[config.mk]
export PLATFORM = sky130hd
export DESIGN_NAME = pwm_die_multi
export DESIGN_NICKNAME = d
export VERILOG_FILES = /design/src/rtl/pwm_die_multi.sv
export SDC_FILE = /design/constraint.sdc
export NUM_CORES = 1
export LEC_CHECK = 0
export ABC_AREA = 1
export CAP_MARGIN = 5
export CORE_MARGIN = 4
export CORE_UTILIZATION = 67
export DETAILED_ROUTE_END_ITERATION = 10
export HOLD_SLACK_MARGIN = 0.03
export MAX_ROUTING_LAYER = met4
export PLACE_DENSITY = 0.91
export SYNTH_ARGS = -nofsm -noshare
export SYNTH_HDL_FRONTEND = slang
export SYNTH_SLANG_ARGS = --single-unit
[constraint.sdc]
create_clock -name io_clk -period 20.7 [get_ports io_clk]
set_input_delay 4.14 -clock io_clk [delete_from_list [all_inputs] [get_ports io_clk]]
set_output_delay 4.14 -clock io_clk [all_outputs]
set_load 0.01 [all_outputs]
[src/rtl/pwm_die_multi.sv]
`default_nettype none
// +----------------------------------------------------------------------------+
// | Module   : pwm_die_multi                                                   |
// | Purpose  : Multi-channel complementary PWM with dead time, per-channel     |
// |            phase offset and burst count. Each channel drives an a/b pair   |
// |            that is never high at the same time.                            |
// | Option   : PWM_SOFT_STOP_EN - a stop request lets channel 0 finish its     |
// |            current period (STOP state) instead of stopping immediately.    |
// | Revision : 1.0 - initial release                                           |
// +----------------------------------------------------------------------------+
module pwm_die_multi #(
   parameter int CH_NUM = 2,
   parameter int CNT_W  = 32
) (
   input  logic              io_clk,
   input  logic              io_rst,
   input  logic              io_en,
   input  logic              pwm_dis,
   input  logic [CNT_W-1:0]  pulse_period,
   input  logic [CNT_W-1:0]  die_period,
   input  logic [CNT_W-1:0]  phase_step,
   input  logic [15:0]       burst_num,
   input  logic              io_defaultLevel,
   output logic [CH_NUM-1:0] io_pulseOut_a,
   output logic [CH_NUM-1:0] io_pulseOut_b,
   output logic              pulse_valid,
   output logic              busy,
   output logic              done,
   output logic              cfg_err
);

   // counters span a full period of 2P, hence one extra bit
   localparam int CW = CNT_W + 1;
   // room for (CH_NUM-1)*S with CH_NUM up to 8
   localparam int MW = CNT_W + 4;

   typedef enum logic [1:0] {
      ST_IDLE = 2'd0,
      ST_RUN  = 2'd1
`ifdef PWM_SOFT_STOP_EN
      , ST_STOP = 2'd2
`endif
   } state_t;

   state_t            state_q, state_d;
   logic              start_q, start_d;
   logic [CNT_W-1:0]  p_q, d_q, s_q;
   logic [15:0]       n_q;
   logic [15:0]       burst_q, burst_d;
   logic [CW-1:0]     c_q [CH_NUM];
   logic [CW-1:0]     c_d [CH_NUM];
   logic [CH_NUM-1:0] a_q, a_d, b_q, b_d;
   logic              pv_q, pv_d, done_q, done_d, err_q, err_d, busy_q, busy_d;

   logic [CW-1:0]     p_ext, d_ext, pd_sum, two_p, last_cnt;
   logic [CW-1:0]     off [CH_NUM];
   logic [MW-1:0]     span;
   logic              cfg_ok, wrap0, end_run;

   // derived timing thresholds and start-time configuration check
   always_comb begin
      p_ext    = {1'b0, p_q};
      d_ext    = {1'b0, d_q};
      pd_sum   = p_ext + d_ext;
      two_p    = {p_q, 1'b0};
      last_cnt = two_p - CW'(1);
      span     = MW'(CH_NUM - 1) * {4'b0000, s_q};
      cfg_ok   = (p_q != '0) && (d_q < p_q) && (span < {3'b000, two_p});
      for (int i = 0; i < CH_NUM; i++) begin
         off[i] = CW'(i) * {1'b0, s_q};
      end
      wrap0 = (c_q[0] == last_cnt);
   end

   // next-state, counter and strobe logic
   always_comb begin
      state_d = state_q;
      start_d = 1'b0;
      burst_d = burst_q;
      c_d     = c_q;
      pv_d    = 1'b0;
      done_d  = 1'b0;
      err_d   = 1'b0;
      end_run = 1'b0;
      if (state_q == ST_IDLE) begin
         // one cycle after the request the latched config is checked
         if (start_q) begin
            if (cfg_ok) begin
               state_d = ST_RUN;
               c_d     = off;
               burst_d = '0;
            end else begin
               err_d = 1'b1;
            end
         end else if (io_en && !pwm_dis) begin
            start_d = 1'b1;
         end
      end else begin
         for (int i = 0; i < CH_NUM; i++) begin
            c_d[i] = (c_q[i] == last_cnt) ? '0 : c_q[i] + CW'(1);
         end
         if (wrap0) begin
            pv_d    = 1'b1;
            burst_d = burst_q + 16'd1;
         end
         if (wrap0 && (n_q != 16'd0) && (burst_d == n_q)) end_run = 1'b1;
`ifdef PWM_SOFT_STOP_EN
         if (wrap0 && (state_q == ST_STOP)) end_run = 1'b1;
         else if ((state_q == ST_RUN) && pwm_dis) state_d = ST_STOP;
`else
         if (pwm_dis) end_run = 1'b1;
`endif
         if (end_run) begin
            state_d = ST_IDLE;
            done_d  = 1'b1;
            for (int i = 0; i < CH_NUM; i++) begin
               c_d[i] = '0;
            end
         end
      end
      busy_d = (state_d != ST_IDLE);
   end

   // waveform decode from the current counters; default level when idle
   always_comb begin
      a_d = '0;
      b_d = '0;
      for (int i = 0; i < CH_NUM; i++) begin
         if (state_q == ST_IDLE) begin
            a_d[i] = io_defaultLevel;
            b_d[i] = io_defaultLevel;
         end else begin
            a_d[i] = (c_q[i] >= d_ext) && (c_q[i] < p_ext);
            b_d[i] = (c_q[i] >= pd_sum) && (c_q[i] < two_p);
         end
      end
   end

   // state, counters and registered outputs
   always_ff @(posedge io_clk or posedge io_rst) begin
      if (io_rst) begin
         state_q <= ST_IDLE;
         start_q <= 1'b0;
         burst_q <= '0;
         for (int i = 0; i < CH_NUM; i++) begin
            c_q[i] <= '0;
         end
         a_q    <= '0;
         b_q    <= '0;
         pv_q   <= 1'b0;
         done_q <= 1'b0;
         err_q  <= 1'b0;
         busy_q <= 1'b0;
      end else begin
         state_q <= state_d;
         start_q <= start_d;
         burst_q <= burst_d;
         c_q     <= c_d;
         a_q     <= a_d;
         b_q     <= b_d;
         pv_q    <= pv_d;
         done_q  <= done_d;
         err_q   <= err_d;
         busy_q  <= busy_d;
      end
   end

   // configuration is captured only when a start request is accepted
   always_ff @(posedge io_clk or posedge io_rst) begin
      if (io_rst) begin
         p_q <= '0;
         d_q <= '0;
         s_q <= '0;
         n_q <= '0;
      end else if (start_d) begin
         p_q <= pulse_period;
         d_q <= die_period;
         s_q <= phase_step;
         n_q <= burst_num;
      end
   end

   assign io_pulseOut_a = a_q;
   assign io_pulseOut_b = b_q;
   assign pulse_valid   = pv_q;
   assign busy          = busy_q;
   assign done          = done_q;
   assign cfg_err       = err_q;

endmodule
`default_nettype wire

==> metrics.md <==
| Metric | Value |
|---|---|
| Status | finished clean |
| Final setup violating endpoints | 0 |
| Die Span Y | 185 µm |
| Clock root buffer master | clkbuf_16 |
| Total of flip-flops plus latches after synthesis | 205 |
| Critical path capture point type | register |
| Post-CTS Setup Inserts | 0 |
| Proportion of synthesized area in mux cells | 0 |
| Filler cells | 2277 |
| Biggest cell delay along the critical path | 0.78 ns |
| Number of gates resized after cts | 0 |
| Area share of fa/ha/maj cells after synthesis | 0.213 |
| Launching element type of the critical path | input pin |
| Area fraction in and, or, nand and nor cells after synthesis | 0.290 |
| Wirelength per Cell | ~23 µm |
| Clock power share | 0.124 |
| Static Leakage | around 11 nW |
| Layout overhead on the synthesized area | 11.3% |
| Pins over their slew limit | 0 |
| Via density per instance | 6.68 |
| Fraction of layout cells with a size suffix above 1 | 0.0459 |
| Post-CTS Hold Buffers | 0 |
| Starting utilization of the core area | 0.682 |
| Number of unique standard cell types used by synthesis | 58 |
| Highest net fanout along the worst path | 101 |
| CTS tree | built |
| Floorplan row count | 64 |
| Post-Syn Nets | between 3k and 4k |
| Inserted Clock Buffers | 25 |
| Skew-Pair Late Insertion Delay | 0.58 ns |
| Number of buffers on the longest clock path | 3 |
| Worst Path Required | 21.17 ns |
| Cell type contributing the most total cell area after synthesis | dfrtp_1 |
| Time the final worst path needs with I/O delays and setup | 6.91 ns |
| All-layer global routing usage | 0.456 |
| Wire length of the first global-routing pass | roughly 120000 µm |
| Mapped Area | ~21000 µm² |
| Unrepaired setup endpoints after global routing | false |
| Count of max-cap constraint violations | 0 |
| Horizontal extent of the die | 185 µm |
| Cells taking the most area after synthesis | dfrtp_1 (25%), ha_1 (21%), nand2_1 (12%) |
| Top cell by count, worst path | buf_4 |
| Core footprint | 30700 µm² |
| Final core area utilization | 0.759 |
| Clock transition at the registers of the reported paths | 0.06 ns |
| Total power per unit cell area | 163 nW/µm² |
| Portion of the post-synthesis area used by sequential elements | 0.245 |
| Main combinational cell family by area after synthesis | simple AND/OR/NAND/NOR gates |
| DPL Wire Length | 57900 µm |
| Boundary Pins | 125 |
| Int Pwr | between 1.5 and 2 mW |
| Register share of total power | 0.216 |
| Cells along the critical path | clkdlybuf4s50_1 > inv_1 > buf_4 > nand4_1 > inv_4 > buf_4 > nand2_1 > o21ai_0 |
| Worst-case clock skew | 0.0178 ns |
| Cell with the largest stage delay on the worst path | buf_4 |
| Sink count of the clock tree | approximately 210 |
| Sw frac | 0.566 |
| Largest vdd supply drop | around 0.00013 V |
| Quantity of I/O buffers inserted on ports | 124 |
| Share of Yosys cell area claimed by the top area cell type | 0.245 |
| Relative slew margins | 0.116 |
| Final worst-path cycle share | 0.334 |
| Final setup TNS | 0 ns |
| Total power | 3.80 mW |
| Remaining routing DRC violations | 0 |
| Placed cell count | roughly 3.4k |
| Initial antenna violation count | 4 |
| Area of the die | 34100 µm² |
| Total of warnings raised by yosys | 0 |
| Number of enable-type register cells in the synthesized netlist | 0 |
| Iteration-0 DRC Markers | 2576 |
| Routability congestion estimate | 1.10 |
| Highest Clock Rate | 145 MHz |
| CTS H-tree depth | 1 |
| Detailed Route WL | about 77000 µm |
| Nets | 3459 |
| Top FF cell, synth | dfrtp_1 |
| Maximum number of pins on one net before global-route repair | around 130 |
| Leftover overflow at the end of global routing | 0 |
| Remaining antenna violation count after routing | 0 |
| Switch Pwr | approximately 2.1 mW |
| Compound-cell area share of the yosys netlist | 0.154 |
| Min-Delay Path Class | reg2reg |
| Worst EP arrival | 7.39 ns |
| Xor-xnor portion of the synthesized cell area | 0.0300 |
| Non-filler cells, final | ~3.4k |
| Power share of the combinational group | 0.660 |
| Post-synthesis async set-or-reset flop share | 1.00 |
| First-pass iteration count of the detailed router | 9 |
| Slew at the pin closest to its max-slew limit | 1.32 ns |
| Average size of a mapped cell | approximately 7.2 µm² |
| Number of standard cells after synthesis | 2897 |
| Critical path type | in2reg |
| Final Hold Fails | 0 |
| Vias | between 20k and 25k |
| Via count of the first global-routing pass | 22.3k |
==> logic make-up (layout without fill, tap and decap cells) <==
group / count (synthesis) / count (layout)
compound gates: 554 / 554
xor+xnor: 70 / 70
fa+ha+maj: 355 / 355
buf+inv: 358 / 467
flops: 205 / 205
other cells: 0 / 5
simple gates: 1355 / 1355
==> final timing paths <==
check	to	start	cells past startpoint	slack [ns]
worst max-delay path	n_q[1]	pwm_dis	8	13.79
worst min-delay path	s_q[0]	s_q[0]	2	0.49
min in group asynchronous	d_q[0]	io_rst	2	4.19
worst min register to register	s_q[0]	s_q[0]	2	0.49
worst max register to register	io_pulseOut_b[0]	p_q[3]	25	14.59
max in group asynchronous	pulse_valid	io_rst	3	14.87
==> routing by layer <==
| metal | track usage | wire (µm) | up-vias |
|---|---|---|---|
| li1 | - | - | 10200 |
| met2 | 0.692 | 33200 | 1669 |
| met1 | 0.541 | 28100 | 10500 |
| met5 | - | 0 | - |
| met4 | 0.287 | 6470 | 0 |
| met3 | 0.115 | 9620 | 452 |
==> cells in the final DEF, fill, tap and decap left out, types with 8 or more instances in the layout <==
cell	count
inv_1	278
a21oi_1	220
nand4_1	103
ha_1	354
o21ai_1	17
a211oi_1	13
o211ai_1	15
clkbuf_16	25
o22ai_2	19
clkdlybuf4s50_1	124
a21boi_0	8
clkinvlp_4	8
nand3_2	8
nand3_1	192
nor3b_1	11
buf_4	10
nor2_4	13
xor2_1	64
o21ai_0	190
dfrtp_1	205
nand2_2	8
o22ai_1	9
nor3_1	65
nor4_1	22
nor2_2	9
nor2_1	257
nand2_1	643
==> cell usage after synthesis, types with 13 or more instances <==
cell type,n
a211oi_1,13
ha_1,354
nor4_1,22
dfrtp_1,205
clkbuf_1,51
nand2_1,644
xor2_1,64
nand4_1,103
o22ai_2,19
o21ai_0,190
nor2_1,258
a21oi_1,220
inv_1,279
nor3_1,65
nand3_1,192
o211ai_1,15
o21ai_1,17
==> power by group through the flow <==
stage | Clock, mW | Sequential, mW | Combinational (mW)
floorplan | 0 | 0.679 | 1.67
global placement | 0 | 0.798 | 2.22
detailed placement | 0 | 0.802 | 2.36
CTS | 0.472 | 0.799 | 2.40
global route | 0.485 | 0.826 | 2.74
finish | 0.470 | 0.821 | 2.51
==> flip-flops by register name, indices dropped and copies added, names as in the netlist <==
name / cells
burst_q: 16
c_q: 66
done: 1
n_q: 16
cfg_err: 1
d_q: 32
start_q: 1
busy: 1
io_pulseOut_b: 2
pulse_valid: 1
io_pulseOut_a: 2
p_q: 32
s_q: 32
state_q: 2
==> per-stage QoR <==
step | hold slack [ns] | worst slack (ns) | cell area [µm²]
finish | 0.493 | 13.79 | 23300
global route | 0.520 | 13.63 | 23300
CTS | 0.488 | 13.91 | 23300
detailed placement | 0.469 | 13.39 | 22400
global placement | 0.457 | 13.59 | 22400
floorplan | 0.444 | 10.96 | 20900
==> final cells by class <==
type | count | area, µm² | area share
clock buffers | 29 | 681 | 0.0293
diodes | 5 | 12.5 | 0.000538
repair buffers | 134 | 1320 | 0.0566
multi-input cells | 2334 | 14400 | 0.617
clock inverters | 17 | 181 | 0.00780
flip-flops and latches | 205 | 5130 | 0.221
inverters | 287 | 1090 | 0.0467
well taps | 396 | 495 | 0.0213
==> worst max-delay path: cells and delay by family <==
family,cells,cell delay (ns)
buf+inv,5,2.45
simple gates,2,0.48
compound gates,1,0.14
(Power assumes the default switching activity.)
==> edit, RTL diff (same flow settings) <==
`CNT_W`: 32 -> 36.
--- a/src/rtl/pwm_die_multi.sv
+++ b/src/rtl/pwm_die_multi.sv
@@ -11,5 +11,5 @@
 module pwm_die_multi #(
    parameter int CH_NUM = 2,
-   parameter int CNT_W  = 32
+   parameter int CNT_W  = 36
 ) (
    input  logic              io_clk,
Ports: changed (resized die_period, phase_step and pulse_period); port bits go from 125 to 137. No check against the original RTL was run, so the function may have changed too.
==> edit against the unedited design <==
Critical path depth fell by 1; power increased by 11%; worst setup slack better by 110 ps; combinational power grew 12%; area after synthesis grew 14%; non-clock buffer count grew 29; clock skew rose by 17 ps; design area is 14% higher; sequential cell count grew 20; wire length increased by 19%; critical path type unchanged; largest cell class unchanged; largest power group unchanged.
==> edit: results (changes against the unedited design) <==
{| class="wikitable"
! Metric !! Value
|-
| Status || completed
|-
| Post-layout min period || 6799 ps (-112.6 ps)
|-
| Input/output buffers || 136 (+9.7%)
|-
| Antenna violations before repair || 0 (-4)
|-
| Router iterations before antenna repair || 9 (unchanged)
|-
| Transition time at the pin with the least slew margin || 1252 ps (-72.92 ps)
|-
| Data arrival time of the worst path || 7180 ps (-210 ps)
|-
| Sequential area share after synthesis || 0.2370 (-0.008301)
|-
| Wire length of the first global-routing pass || 141.0 mm (+18%)
|-
| Top post-synthesis cells by area || sky130_fd_sc_hd__dfrtp_1, sky130_fd_sc_hd__ha_1, sky130_fd_sc_hd__nand2_1, sky130_fd_sc_hd__inv_1, sky130_fd_sc_hd__nand3_1
|-
| Compound-cell area share of the yosys netlist || 0.1421 (-0.01196)
|-
| NumNets Final || 4076 (+18%)
|-
| Detailed-route vias per instance || 6.701 (+0.36%)
|-
| Number of filler instances in the final layout || 2648 (+16%)
|-
| Mapped Avg Cell Area || 6.916 sq um (-4.2%)
|-
| Critical path fanouts, max || 119 (+18%)
|-
| Most frequent cells after synthesis || sky130_fd_sc_hd__nand2_1, sky130_fd_sc_hd__ha_1, sky130_fd_sc_hd__inv_1
|-
| Largest net degree at the start of global routing || 120 (-10%)
|-
| Fraction of layout cells with a size suffix above 1 || 0.03390 (-0.01201)
|-
| Total wire length after detailed routing || 92.30 mm (+19%)
|-
| XOR/XNOR Fraction of Synth Area || 0.03023 (+0.0002561)
|-
| WL/cell || 22.93 um (+0.89%)
|-
| Combined flip-flop and latch cell area || 5630 sq um (+9.8%)
|-
| Clock buffers created by TritonCTS || 28 (+12%)
|-
| Routability congestion estimate || 1.133 (+3.3%)
|-
| VDD IR max || 0.1337 mV (+6.8%)
|-
| Slack of the worst reg-to-reg path || 14260 ps (-330 ps)
|-
| Post-synthesis adder-cell area fraction || 0.2105 (-0.002298)
|-
| Delay of the slowest cell on the worst path || 840 ps (+60 ps)
|-
| Area after DPL || 25510 sq um (+14%)
|-
| Clk Latency, worst-skew pair || 610 ps (+30 ps)
|-
| Multiplexer share of the synthesized area || 0 (unchanged)
|-
| Post-detail-place hpwl || 68.95 mm (+19%)
|-
| Number of flip-flops under the largest register name || 74 (+12%)
|-
| Number of nets in the synthesized netlist || 3963 (+18%)
|-
| Lkg Pwr || 13.18 nW (+17%)
|-
| Clock Skew || 34.33 ps (+16.52 ps)
|-
| Worst hold margin || 513.0 ps (+19.48 ps)
|-
| Number of violations reported at the end of detailed-routing iteration 0 || 3510 (+36%)
|-
| Overall global routing resource usage || 0.4735 (+0.01799)
|}
-- edit: cell count changes in the layout (fill, tap and decap cells not counted), moves of 20 or more --
| cell | change |
|---|---|
| sky130_fd_sc_hd__o21ai_0 | +29 |
| sky130_fd_sc_hd__nand3_1 | +67 |
| sky130_fd_sc_hd__ha_1 | +44 |
| sky130_fd_sc_hd__o22ai_1 | +31 |
| sky130_fd_sc_hd__inv_1 | +95 |
| sky130_fd_sc_hd__nand2_1 | +201 |
| sky130_fd_sc_hd__dfrtp_1 | +20 |
| sky130_fd_sc_hd__nor2_1 | +69 |
-- edit: worst paths after layout --
| kind | cells after the start | to | start |
|---|---|---|---|
| min | 2 | state_q[1]$_DFF_PP0_ | state_q[1]$_DFF_PP0_ |
| min in group asynchronous | 2 | burst_q[10]$_DFFE_PP0P_ | io_rst |
| min reg2reg | 2 | state_q[1]$_DFF_PP0_ | state_q[1]$_DFF_PP0_ |
| max | 7 | d_q[21]$_DFFE_PP0P_ | pwm_dis |
| max reg2reg | 27 | io_pulseOut_b[1]$_DFF_PP0_ | p_q[0]$_DFFE_PP0P_ |
| max in group asynchronous | 3 | burst_q[12]$_DFFE_PP0P_ | io_rst |
-- edit: metal layers --
layer	track usage	share of wire
met4	0.2870	0.082
met3	0.1290	0.15
met5	-	0
met1	0.5773	0.35
met2	0.7001	0.42
-- edit: where the power goes --
group / internal, mW / leakage [nW] / switching, mW
clock: 0.287 / 0.445 / 0.219
sequential: 0.584 / 2.88 / 0.300
combinational: 0.930 / 9.85 / 1.88
-- edit: cell type report --
type	count	share of cell area
Clock inverter	13	0.005960
Inverter	384	0.05496
Timing Repair Buffer	163	0.05931
Multi-Input combinational cell	2746	0.6163
Clock buffer	38	0.02904
Sequential cell	225	0.2128
Tap cell	455	0.02152
Antenna cell	1	0.00009460
